<file path="src/rtl/seq_detect_param.sv">
// Parameterised serial pattern detector with Mealy match output and a registered copy.
// Define SEQ_DETECT_CNT_EN to add the saturating match_cnt output.
module seq_detect_param #(
    parameter int unsigned PATTERN_W = 8,
    parameter int unsigned CNT_W     = 16
) (
    input  logic                             clk,
    input  logic                             rstn,
    input  logic                             in,
    input  logic                             in_vld,
    input  logic                             overlap,
    input  logic                             pat_load,
    input  logic [PATTERN_W-1:0]             pat_in,
    input  logic [$clog2(PATTERN_W+1)-1:0]   len_in,
    input  logic                             cnt_clr,
    output logic                             out,
    output logic                             sync_out
`ifdef SEQ_DETECT_CNT_EN
    ,
    output logic [CNT_W-1:0]                 match_cnt
`endif
);

    localparam int unsigned      LEN_W   = $clog2(PATTERN_W + 1);
    localparam logic [LEN_W-1:0] LEN_MAX = LEN_W'(PATTERN_W);
    localparam logic [LEN_W-1:0] LEN_ONE = LEN_W'(1);

    logic [PATTERN_W-1:0] pattern;
    logic [PATTERN_W-1:0] history;
    logic [PATTERN_W-1:0] cand;
    logic [PATTERN_W-1:0] mask;
    logic [LEN_W-1:0]     len;
    logic [LEN_W-1:0]     fill;
    logic [LEN_W-1:0]     len_clamped;
    logic                 consume;
    logic                 match;

    always_comb begin
        len_clamped = len_in;
        if (len_in == '0) begin
            len_clamped = LEN_ONE;
        end else if (len_in > LEN_MAX) begin
            len_clamped = LEN_MAX;
        end
    end

    // Only the low len bits of the candidate window take part in the compare.
    always_comb begin
        mask = '0;
        for (int unsigned i = 0; i < PATTERN_W; i++) begin
            if (i < 32'(len)) begin
                mask[i] = 1'b1;
            end
        end
    end

    assign cand    = {history[PATTERN_W-2:0], in};
    assign consume = in_vld & ~pat_load;
    assign match   = rstn & consume & (fill >= (len - LEN_ONE))
                   & (((cand ^ pattern) & mask) == '0);
    assign out     = match;

    always_ff @(posedge clk or negedge rstn) begin
        if (!rstn) begin
            pattern  <= '0;
            len      <= LEN_MAX;
            history  <= '0;
            fill     <= '0;
            sync_out <= 1'b0;
        end else begin
            sync_out <= match;
            if (pat_load) begin
                pattern <= pat_in;
                len     <= len_clamped;
                history <= '0;
                fill    <= '0;
            end else if (in_vld) begin
                history <= cand;
                // Non-overlapping mode restarts the fill so matched bits are not reused.
                if (match && !overlap) begin
                    fill <= '0;
                end else if (fill != LEN_MAX) begin
                    fill <= fill + LEN_ONE;
                end
            end
        end
    end

`ifdef SEQ_DETECT_CNT_EN
    always_ff @(posedge clk or negedge rstn) begin
        if (!rstn) begin
            match_cnt <= '0;
        end else if (cnt_clr) begin
            match_cnt <= '0;
        end else if (match && (match_cnt != '1)) begin
            match_cnt <= match_cnt + CNT_W'(1);
        end
    end
`else
    logic [CNT_W-1:0] unused_cnt_clr;
    assign unused_cnt_clr = {CNT_W{cnt_clr}};
`endif

endmodule

</file>
<file path="config.mk">
export PLATFORM = sky130hd
export DESIGN_NAME = seq_detect_param
export DESIGN_NICKNAME = d
export VERILOG_FILES = /design/src/rtl/seq_detect_param.sv
export SDC_FILE = /design/constraint.sdc
export NUM_CORES = 1
export LEC_CHECK = 0
export ABC_AREA = 0
export CELL_PAD_IN_SITES_DETAIL_PLACEMENT = 1
export CELL_PAD_IN_SITES_GLOBAL_PLACEMENT = 2
export CORE_MARGIN = 2
export CORE_UTILIZATION = 32
export DETAILED_ROUTE_END_ITERATION = 10
export PLACE_DENSITY_LB_ADDON = 0.1
export SLEW_MARGIN = 20
export SYNTH_ARGS = -nofsm -noshare
export SYNTH_HDL_FRONTEND = slang
export SYNTH_SLANG_ARGS = --single-unit
</file>
<file path="constraint.sdc">
create_clock -name clk -period 2.1 [get_ports clk]
set_input_delay 0.21 -clock clk [delete_from_list [all_inputs] [get_ports clk]]
set_output_delay 0.21 -clock clk [all_outputs]
set_load 0.05 [all_outputs]
</file>
==> flow_summary.json, run 1 <==
{
  "status": "finished with violations",
  "violations": "negative setup slack",
  "htree_levels": 1,
  "wl_per_cell_um": 15.4,
  "synthCells": 125,
  "clock_latency_ns": 0.27,
  "synth-edff-count": 0,
  "place.gp.congestion": 0.806,
  "drt_iter0_markers": 50,
  "synth_cell_types": 43,
  "synth.avg_cell_area_um2": 11.5,
  "cts_made_buffers": 3,
  "max_freq_mhz": 418,
  "crit_required_ns": 1.89,
  "nFillCells": 469,
  "grt_pass1_vias": 1179,
  "hp-class": "in -> async",
  "wl_um": 3290,
  "drcViolationCount": 0,
  "tritoncts": "done",
  "core_area_mm2": 0.00435,
  "final_util_pct": 45.8,
  "synth_nets": 153,
  "design_area_mm2": 0.00199,
  "rsz0062_at_grt": "true",
  "dieWidth_um": 71.0,
  "period_minus_slack_ns": 2.39,
  "ir_drop_v": 0.000278,
  "finalClockSkew_ns": 0.00409,
  "p_seq_share_pct": 44.6,
  "drv_cap": 0,
  "fin_setup_tns_ns": -0.293,
  "async_flop_share_pct": 100,
  "cts.sinks": 24,
  "antennaDiodeCount": 0,
  "seq_area_frac_synth_pct": 41.9,
  "rows": 24,
  "yosys_warnings": 0,
  "via_per_inst": 5.03,
  "min_period_over_period_pct": 114,
  "fin_nets": 191,
  "p_clk_share_pct": 27.1,
  "cts-root-buf": "clkbuf_8",
  "grt_pass1_wl_um": 5680,
  "synth_seq_cells": 24,
  "path_clk_slew_ns": 0.08,
  "cp-start-kind": "register",
  "grt_max_degree": 28,
  "hold_viol_final": 0,
  "synthFlopType": "dfrtp_1",
  "endpoint_kind": "output port",
  "fp.dieArea_mm2": 0.00504,
  "cellLeakagePower_nw": 0.889,
  "antenna_found_initial": 0,
  "pwr-share-comb_pct": 28.3,
  "hold_buffers": 0,
  "crit_fanout": 3,
  "cts_buffer_depth": 2,
  "swShare_pct": 27.5,
  "gr-total-overflow": 0,
  "holdWs_ns": 0.371,
  "p_per_area_mw_per_mm2": 584,
  "area_delta_synth_final_pct": 38.6,
  "p_int_w": 0.000844,
  "dp_hpwl_um": 2560,
  "setup_viol": 1,
  "grtUsageTotal_pct": 14.4,
  "ant_nets": 0,
  "path_class": "reg -> out",
  "power.net_switching_w": 0.000320,
  "dr_total_vias": 1076,
  "drive_above_1_share_pct": 34.0,
  "io_buffer_count": 19,
  "synth_area_mm2": 0.00144,
  "max-slew-margin-rel_pct": 67.4,
  "io_pins": 21,
  "setup_ws_ns": -0.293,
  "dpl_cell_area_mm2": 0.00181,
  "initial_core_util_pct": 33.0,
  "worst_pin_slew_ns": 0.488,
  "dr.pass1.iters": 2,
  "slew_violations": 0,
  "die_y_um": 71.0,
  "crit_arrival_ns": 2.18
}
-- worst paths after layout --
path / from / endpoint / slack, ns / depth (start not counted)
max: len[1]$_DFFE_PN0P_ / out / -0.29 / 9
min: rstn / pattern[1]$_DFFE_PN0P_ / 0.37 / 2
max reg2reg: len[1]$_DFFE_PN0P_ / fill[0]$_DFFE_PN0P_ / 0.09 / 10
min reg2reg: pattern[2]$_DFFE_PN0P_ / pattern[2]$_DFFE_PN0P_ / 0.52 / 1
max in group asynchronous: rstn / len[3]$_DFFE_PN1P_ / 1.44 / 2
min in group clk: pattern[2]$_DFFE_PN0P_ / pattern[2]$_DFFE_PN0P_ / 0.52 / 1
-- worst max-delay path, stage by stage, from the launching register on --
cell and delay, ns:
dfrtp_1 0.41, inv_2 0.08, ha_4 0.17, xnor2_2 0.14, ha_4 0.26, o21a_1 0.12, o2bb2ai_2 0.08, a2111oi_4 0.21
and4b_4 0.31, buf_12 0.14
-- registers in the layout (all words and copies together) (netlist names) --
name,flops
pattern,8
history,7
fill,4
len,4
sync_out,1
-- routing by layer --
layer  global-route usage (%)  wire length (um)  vias to the layer above
li1                         -                 -                      518
met1                     17.8              1470                      541
met2                     25.3              1700                       11
met4                     4.61                43                        0
met3                     2.56                78                        6
met5                        0                 0                        -
-- power groups by stage --
stage,Combinational [W],Clock (W),Sequential [W]
2_1_floorplan,0.000164,0,0.000525
3_3_place_gp,0.000281,0,0.000524
3_5_place_dp,0.000287,0,0.000526
4_1_cts,0.000332,0.000331,0.000519
5_1_grt,0.000363,0.000354,0.000523
6_report,0.000329,0.000316,0.000519
-- cells by family (layout without fill, tap and decap cells) --
logic type / Yosys count / after routing / synth area share [%]
fa+ha+maj: 9 / 9 / 7.83
flops: 24 / 24 / 41.9
compound gates: 24 / 24 / 13.7
buf+inv: 12 / 49 / 3.74
mux: 15 / 15 / 11.1
simple gates: 31 / 31 / 14.4
xor+xnor: 10 / 10 / 7.40
-- cells in the mapped netlist (2+ instances only) --
cell,count,area share (%)
clkbuf_1,2,0.52
ha_1,9,7.8
mux2_1,3,2.3
a21o_1,3,1.6
a21oi_1,5,1.7
nand2b_1,2,0.87
nand2_1,2,0.52
a22oi_1,3,1.6
mux2_2,5,3.9
o22ai_1,3,1.3
nor2_1,10,2.6
xnor2_1,6,3.7
nand3_1,3,1.0
a2bb2oi_1,2,1.2
inv_1,8,2.1
xor2_1,3,1.8
mux2i_1,7,4.9
or3_1,2,0.87
dfrtp_1,23,40
-- metrics by stage --
step,instances,total power [W],setup slack (ns)
4_1_cts,214,0.00118,-0.351
5_1_grt,214,0.00124,-0.442
2_1_floorplan,125,0.000689,0.00769
3_5_place_dp,208,0.000814,-0.124
6_report,214,0.00116,-0.293
3_3_place_gp,208,0.000805,-0.0556
-- placed cells by master, fill, tap and decap left out, types with 2 or more instances in the layout --
| master | instances |
|---|---|
| dfrtp_1 | 23 |
| clkdlybuf4s50_1 | 18 |
| buf_4 | 17 |
| nor2_1 | 10 |
| mux2i_1 | 7 |
| inv_1 | 6 |
| xnor2_1 | 5 |
| mux2_2 | 5 |
| ha_4 | 4 |
| clkbuf_8 | 4 |
| xor2_1 | 3 |
| a21oi_1 | 3 |
| nand3_1 | 3 |
| o22ai_1 | 3 |
| a22oi_2 | 3 |
| a21o_1 | 3 |
| mux2_1 | 3 |
| ha_1 | 3 |
| inv_2 | 2 |
| a2bb2oi_1 | 2 |
| a21oi_2 | 2 |
| a2111oi_4 | 2 |
| nand2_1 | 2 |
| or3_1 | 2 |
| ha_2 | 2 |
-- cell type report --
class | instances | area [um2] | area share (%)
sequential | 24 | 602 | 30.2
tap | 52 | 65.1 | 3.26
timing repair buffer | 37 | 339 | 17.0
inverter | 8 | 30.0 | 1.51
clock buffer | 4 | 55.1 | 2.76
multi-input combinational | 89 | 902 | 45.3
-- timing repair --
action | 4_1_cts | 5_1_grt
pin swaps | 5 | 5
resized for setup | 11 | 8
setup endpoints to repair | 5 | 6
buffers inserted | 2 | 2
(Power assumes the default switching activity.)
==> run 2, diff against run 1 <==
==> constraint.sdc (replaced) <==
create_clock -name clk -period 2 [get_ports clk]
set_input_delay 0.2 -clock clk [delete_from_list [all_inputs] [get_ports clk]]
set_output_delay 0.2 -clock clk [all_outputs]
set_load 0.05 [all_outputs]
==> run 2 against run 1 <==
Compared with the run above:
- worst hold slack improved by 0.048 ns
- cell area increased by 1.2%
- sequential power increased by 4.6%
- clock skew increased by 0.0049 ns
- sequential share of layout area decreased by 0.29 points
- sequential cell count unchanged
- combinational power increased by 11%
- power increased by 15%
- die area unchanged
- setup slack got worse by 0.17 ns
- the flow still finishes with violations (negative setup slack)
- count of clock-buffer cells in the layout decreased by 1
==> flow_summary.json, run 2 (synthesis results as in run 1) <==
{
  "layout_common_cells": "22 x dfrtp_1, 19 x buf_4, 18 x clkdlybuf4s50_1, 10 x nor2_1, 7 x mux2i_1",
  "drcViolationCount": 0,
  "nFillCells": 453,
  "ant_nets": 0,
  "path_common_cell": "ha_4",
  "area_delta_synth_final_pct": 40.3,
  "endpoint_kind": "output port",
  "cts-root-buf": "clkbuf_8",
  "status": "finished with violations",
  "p_per_area_mw_per_mm2": 666,
  "period_minus_slack_ns": 2.47,
  "final_common_cell": "dfrtp_1",
  "max-slew-margin-rel_pct": 66.9,
  "largestRegisters": "pattern x8, history x7",
  "dr_total_vias": 1054,
  "setup_ws_ns": -0.467,
  "path_class": "reg -> out",
  "io_buffer_count": 19,
  "io_pins": 21,
  "crit_fanout": 3,
  "crit_arrival_ns": 2.27,
  "die_y_um": 71.0,
  "cp-start-kind": "register",
  "finalClockSkew_ns": 0.00898,
  "rsz0062_at_grt": "true",
  "largest_reg_flops": 8,
  "tritoncts": "done",
  "critPathSlowestCell": "dfrtp_2",
  "final_util_pct": 46.3,
  "cts.sinks": 24,
  "ir_drop_v": 0.000294,
  "grtUsageTotal_pct": 14.8,
  "fp.dieArea_mm2": 0.00504,
  "grt_pass1_wl_um": 5780,
  "setup_viol": 5,
  "hp-class": "in -> async",
  "timing.rr.start": "len[1]$_DFFE_PN0P_",
  "fin_nets": 193,
  "violations": "negative setup slack",
  "antenna_found_initial": 0,
  "core_area_mm2": 0.00435,
  "ff2ff_setup_slack_ns": -0.10,
  "fin_setup_tns_ns": -0.828,
  "place.gp.congestion": 0.789,
  "grt_pass1_vias": 1154,
  "gr-total-overflow": 0,
  "slowest_delay_ns": 0.42,
  "antennaDiodeCount": 0,
  "cts_made_buffers": 3,
  "drive_above_1_share_pct": 32.9,
  "htree_levels": 1,
  "max_freq_mhz": 405,
  "regMostFlops": "pattern",
  "cp_cell_sequence": "inv_2 -> ha_4 -> xnor2_4 -> ha_4 -> o21a_1 -> o2bb2ai_2 -> a2111oi_4 -> and4b_4 -> buf_12",
  "clock_latency_ns": 0.27,
  "cellLeakagePower_nw": 0.903,
  "drt_iter0_markers": 38,
  "via_per_inst": 4.88,
  "r2r_cells": 9,
  "r2r_end": "fill[3]$_DFFE_PN0P_",
  "wl_um": 3410,
  "hold_viol_final": 0,
  "dieWidth_um": 71.0,
  "holdWs_ns": 0.420,
  "worst_pin_slew_ns": 0.495,
  "hold_buffers": 0,
  "drv_cap": 0,
  "cts_buffer_depth": 2,
  "wl_per_cell_um": 15.8,
  "slew_violations": 0,
  "dr.pass1.iters": 4,
  "initial_core_util_pct": 33.0,
  "rows": 24,
  "min_period_over_period_pct": 123,
  "path_clk_slew_ns": 0.09,
  "crit_required_ns": 1.80,
  "grt_max_degree": 28,
  "dp_hpwl_um": 2530
}
[run 2: timing repair]
item,CTS,global route
resized for setup,11,5
endpoints found under the setup margin,5,6
buffers inserted,2,3
pin swaps,3,4
hold endpoints to repair,0,0
cloned,0,0
[run 2: worst max path at each step]
stage | startpoint | to | slack, ns | depth (start not counted)
finish | len[1]$_DFFE_PN0P_ | out | -0.47 | 9
global route | len[0]$_DFFE_PN0P_ | out | -0.58 | 9
CTS | len[0]$_DFFE_PN0P_ | out | -0.44 | 9
detailed placement | len[1]$_DFFE_PN0P_ | out | -0.17 | 8
global placement | len[1]$_DFFE_PN0P_ | out | -0.12 | 8
floorplan | len[2]$_DFFE_PN0P_ | out | -0.07 | 7
[run 2: area by class of cell]
| cell class | count | area [um2] | share of cell area, % |
|---|---|---|---|
| inverters | 8 | 30.0 | 1.49 |
| clock buffers | 3 | 41.3 | 2.05 |
| flip-flops and latches | 24 | 603 | 29.9 |
| multi-input cells | 89 | 893 | 44.3 |
| clock inverters | 1 | 30.0 | 1.49 |
| well taps | 52 | 65.1 | 3.23 |
| repair buffers | 39 | 354 | 17.6 |
[run 2: worst max-delay path, delay by kind of cell (launching register included)]
kind	cells	cell delay (ns)
AND/OR/NAND/NOR	1	0.30
flip-flops	1	0.42
XOR/XNOR	1	0.14
adder cells (fa/ha/maj)	2	0.45
AO/OA/AOI/OAI	3	0.48
buffers and inverters	2	0.20
[run 2: stage by stage]
step	cells	total power, W	setup WS [ns]	instance area (um2)
2_1_floorplan	125	0.000727	-0.0661	1450
3_3_place_gp	208	0.000849	-0.117	1820
3_5_place_dp	208	0.000861	-0.175	1820
4_1_cts	213	0.00135	-0.444	1960
5_1_grt	216	0.00141	-0.579	2020
6_report	216	0.00134	-0.467	2020
[run 2: metal layers]
layer / GRT usage (%) / share of wire [%] / wire length (um)
met1: 17.6 / 45 / 1530
met2: 27.4 / 52 / 1770
met3: 2.56 / 2.2 / 76
met4: 3.77 / 1.3 / 43
met5: 0 / 0 / 0
[run 2: power breakdown]
part,switching [W],leakage (nW),total (W),internal [W]
clock network,0.000169,0.0357,0.000437,0.000268
registers,0.0000270,0.307,0.000543,0.000517
logic,0.000158,0.561,0.000364,0.000205
==> run 3, diff against run 2 <==
--- a/config.mk
+++ b/config.mk
@@ -12,6 +12,7 @@
 export CORE_UTILIZATION = 32
 export DETAILED_ROUTE_END_ITERATION = 10
 export PLACE_DENSITY_LB_ADDON = 0.1
+export REMOVE_ABC_BUFFERS = 1
 export SLEW_MARGIN = 20
 export SYNTH_ARGS = -nofsm -noshare
 export SYNTH_HDL_FRONTEND = slang
==> run 3 against run 2 <==
Compared with the run above:
- the flow still finishes with violations (negative setup slack)
- power fell by 5.8%
- wire length rose by 6.6%
- cell area is 1.9% higher
- critical path depth stayed put
- worst hold slack got worse by 0.049 ns
- register-to-register slack worse by 0.07 ns
- sequential power is essentially flat
- maximum frequency shrank 2.9%
- combinational power increased by 6.9%
- clock power fell by 24%
- final cell count increased by 1.9%
- sequential cell count unchanged
- critical path type unchanged
- largest power group unchanged
==> flow_summary.json, run 3 (synthesis results as in run 1) <==
{
  "dieWidth_um": 71.0,
  "r2r_end": "fill[2]$_DFFE_PN0P_",
  "hold_viol_final": 0,
  "worst_pin_slew_ns": 0.495,
  "slew_violations": 0,
  "setup_viol": 5,
  "cts.sinks": 24,
  "clock_latency_ns": 0.27,
  "drt_iter0_markers": 17,
  "place.gp.congestion": 0.761,
  "timing.rr.start": "len[0]$_DFFE_PN0P_",
  "status": "finished with violations",
  "dr.pass1.iters": 4,
  "nFillCells": 464,
  "violations": "negative setup slack",
  "gr-total-overflow": 0,
  "rows": 24,
  "pwr-share-comb_pct": 30.8,
  "wl_per_cell_um": 16.5,
  "io_buffer_count": 19,
  "largestRegisters": "pattern x8, history x7",
  "power_w": 0.00127,
  "grt_pass1_vias": 1249,
  "crit_required_ns": 1.80,
  "critPathSlowestCell": "dfrtp_1",
  "rsz0062_at_grt": "true",
  "fin_setup_tns_ns": -1.16,
  "path_class": "reg -> out",
  "cp_cell_sequence": "inv_1 -> ha_4 -> xnor2_4 -> ha_4 -> o21a_1 -> o2bb2ai_4 -> a2111oi_4 -> and4b_2 -> buf_12",
  "slowest_delay_ns": 0.39,
  "via_per_inst": 4.86,
  "min_period_over_period_pct": 127,
  "drive_above_1_share_pct": 35.7,
  "ff2ff_setup_slack_ns": -0.17,
  "cts-root-buf": "clkbuf_8",
  "core_area_mm2": 0.00435,
  "path_clk_slew_ns": 0.08,
  "area_delta_synth_final_pct": 42.9,
  "r2r_cells": 10,
  "crit_fanout": 2,
  "swShare_pct": 27.8,
  "wl_um": 3640,
  "ir_drop_v": 0.000277,
  "htree_levels": 1,
  "crit_arrival_ns": 2.34,
  "hp-class": "in -> async",
  "hold_buffers": 0,
  "cp-start-kind": "register",
  "p_per_area_mw_per_mm2": 616,
  "io_pins": 21,
  "dp_hpwl_um": 2600,
  "initial_core_util_pct": 33.0,
  "fin_nets": 197,
  "final_common_cell": "buf_4",
  "ant_nets": 0,
  "max_freq_mhz": 394,
  "finalClockSkew_ns": 0.00203,
  "fp.dieArea_mm2": 0.00504,
  "regMostFlops": "pattern",
  "die_y_um": 71.0,
  "cts_buffer_depth": 2,
  "grt_pass1_wl_um": 6050,
  "drv_cap": 0,
  "antennaDiodeCount": 0,
  "power.net_switching_w": 0.000352,
  "tritoncts": "done",
  "setup_ws_ns": -0.541,
  "drcViolationCount": 0,
  "largest_reg_flops": 8,
  "grtUsageTotal_pct": 15.3,
  "layout_common_cells": "23 x buf_4, 22 x dfrtp_1, 18 x clkdlybuf4s50_1, 10 x nor2_1",
  "path_common_cell": "ha_4",
  "antenna_found_initial": 0,
  "p_seq_share_pct": 42.9,
  "endpoint_kind": "output port",
  "p_int_w": 0.000914,
  "dr_total_vias": 1069,
  "p_clk_share_pct": 26.4,
  "cts_made_buffers": 3,
  "grt_max_degree": 28,
  "cellLeakagePower_nw": 0.922,
  "period_minus_slack_ns": 2.54,
  "max-slew-margin-rel_pct": 66.9
}
run 3: per-layer routing:
layer  GRT usage, %  share of wire (%)  up-vias
met3           2.56                1.5        4
li1               -                  -      524
met2           27.5                 54        8
met4           4.61                1.0        0
met5              0                  0        -
met1           18.6                 44      533
run 3: worst max-delay path: cells and delay by family, from the launching register on:
family	cells	cell delay, ns
AOI/OAI and AO/OA	3	0.54
adders and majority gates	2	0.45
DFF	1	0.39
and+or+nand+nor	1	0.32
buffers and inverters	2	0.24
xor gates and xnor gates	1	0.13
run 3: layout make-up:
class                   instances  area (um2)  share of cell area, %
multi-input cells              89         917                   44.6
flip-flops and latches         24         603                   29.4
repair buffers                 43         384                   18.7
well taps                      52        65.1                   3.17
clock buffers                   4        55.1                   2.68
inverters                       8        30.0                   1.46
run 3: power by group through the flow:
stage / clock network [W] / logic (W) / registers [W]
finish: 0.000334 / 0.000389 / 0.000543
global route: 0.000372 / 0.000424 / 0.000549
CTS: 0.000351 / 0.000337 / 0.000541
detailed placement: 0 / 0.000306 / 0.000549
global placement: 0 / 0.000300 / 0.000548
floorplan: 0 / 0.000158 / 0.000551
run 3: how the worst max path moves through the flow:
stage,from,endpoint,depth (start not counted)
floorplan,len[0]$_DFFE_PN0P_,out,8
detailed placement,len[1]$_DFFE_PN0P_,out,9
CTS,len[0]$_DFFE_PN0P_,out,9
global route,len[0]$_DFFE_PN0P_,out,9
finish,len[0]$_DFFE_PN0P_,out,9
global placement,len[0]$_DFFE_PN0P_,out,9
run 3: through the flow:
| stage | std cells | hold WS, ns | area [um2] | setup WS, ns | util (%) |
|---|---|---|---|---|---|
| final | 220 | 0.371 | 2050 | -0.541 | 47.2 |
| after CTS | 219 | 0.393 | 1960 | -0.493 | 45.0 |
| after detailed placement | 210 | 0.507 | 1810 | -0.297 | 41.7 |
| after global routing | 220 | 0.403 | 2050 | -0.647 | 47.2 |
| after global placement | 210 | 0.496 | 1810 | -0.233 | 41.7 |
| after floorplan | 121 | -0.0956 | 1410 | -0.418 | - |
run 3: repair_timing:
action                                  CTS  global route
endpoints found under the setup margin    6             6
resized for setup                        11            13
setup buffers                             5             3
pin swaps                                 6             2
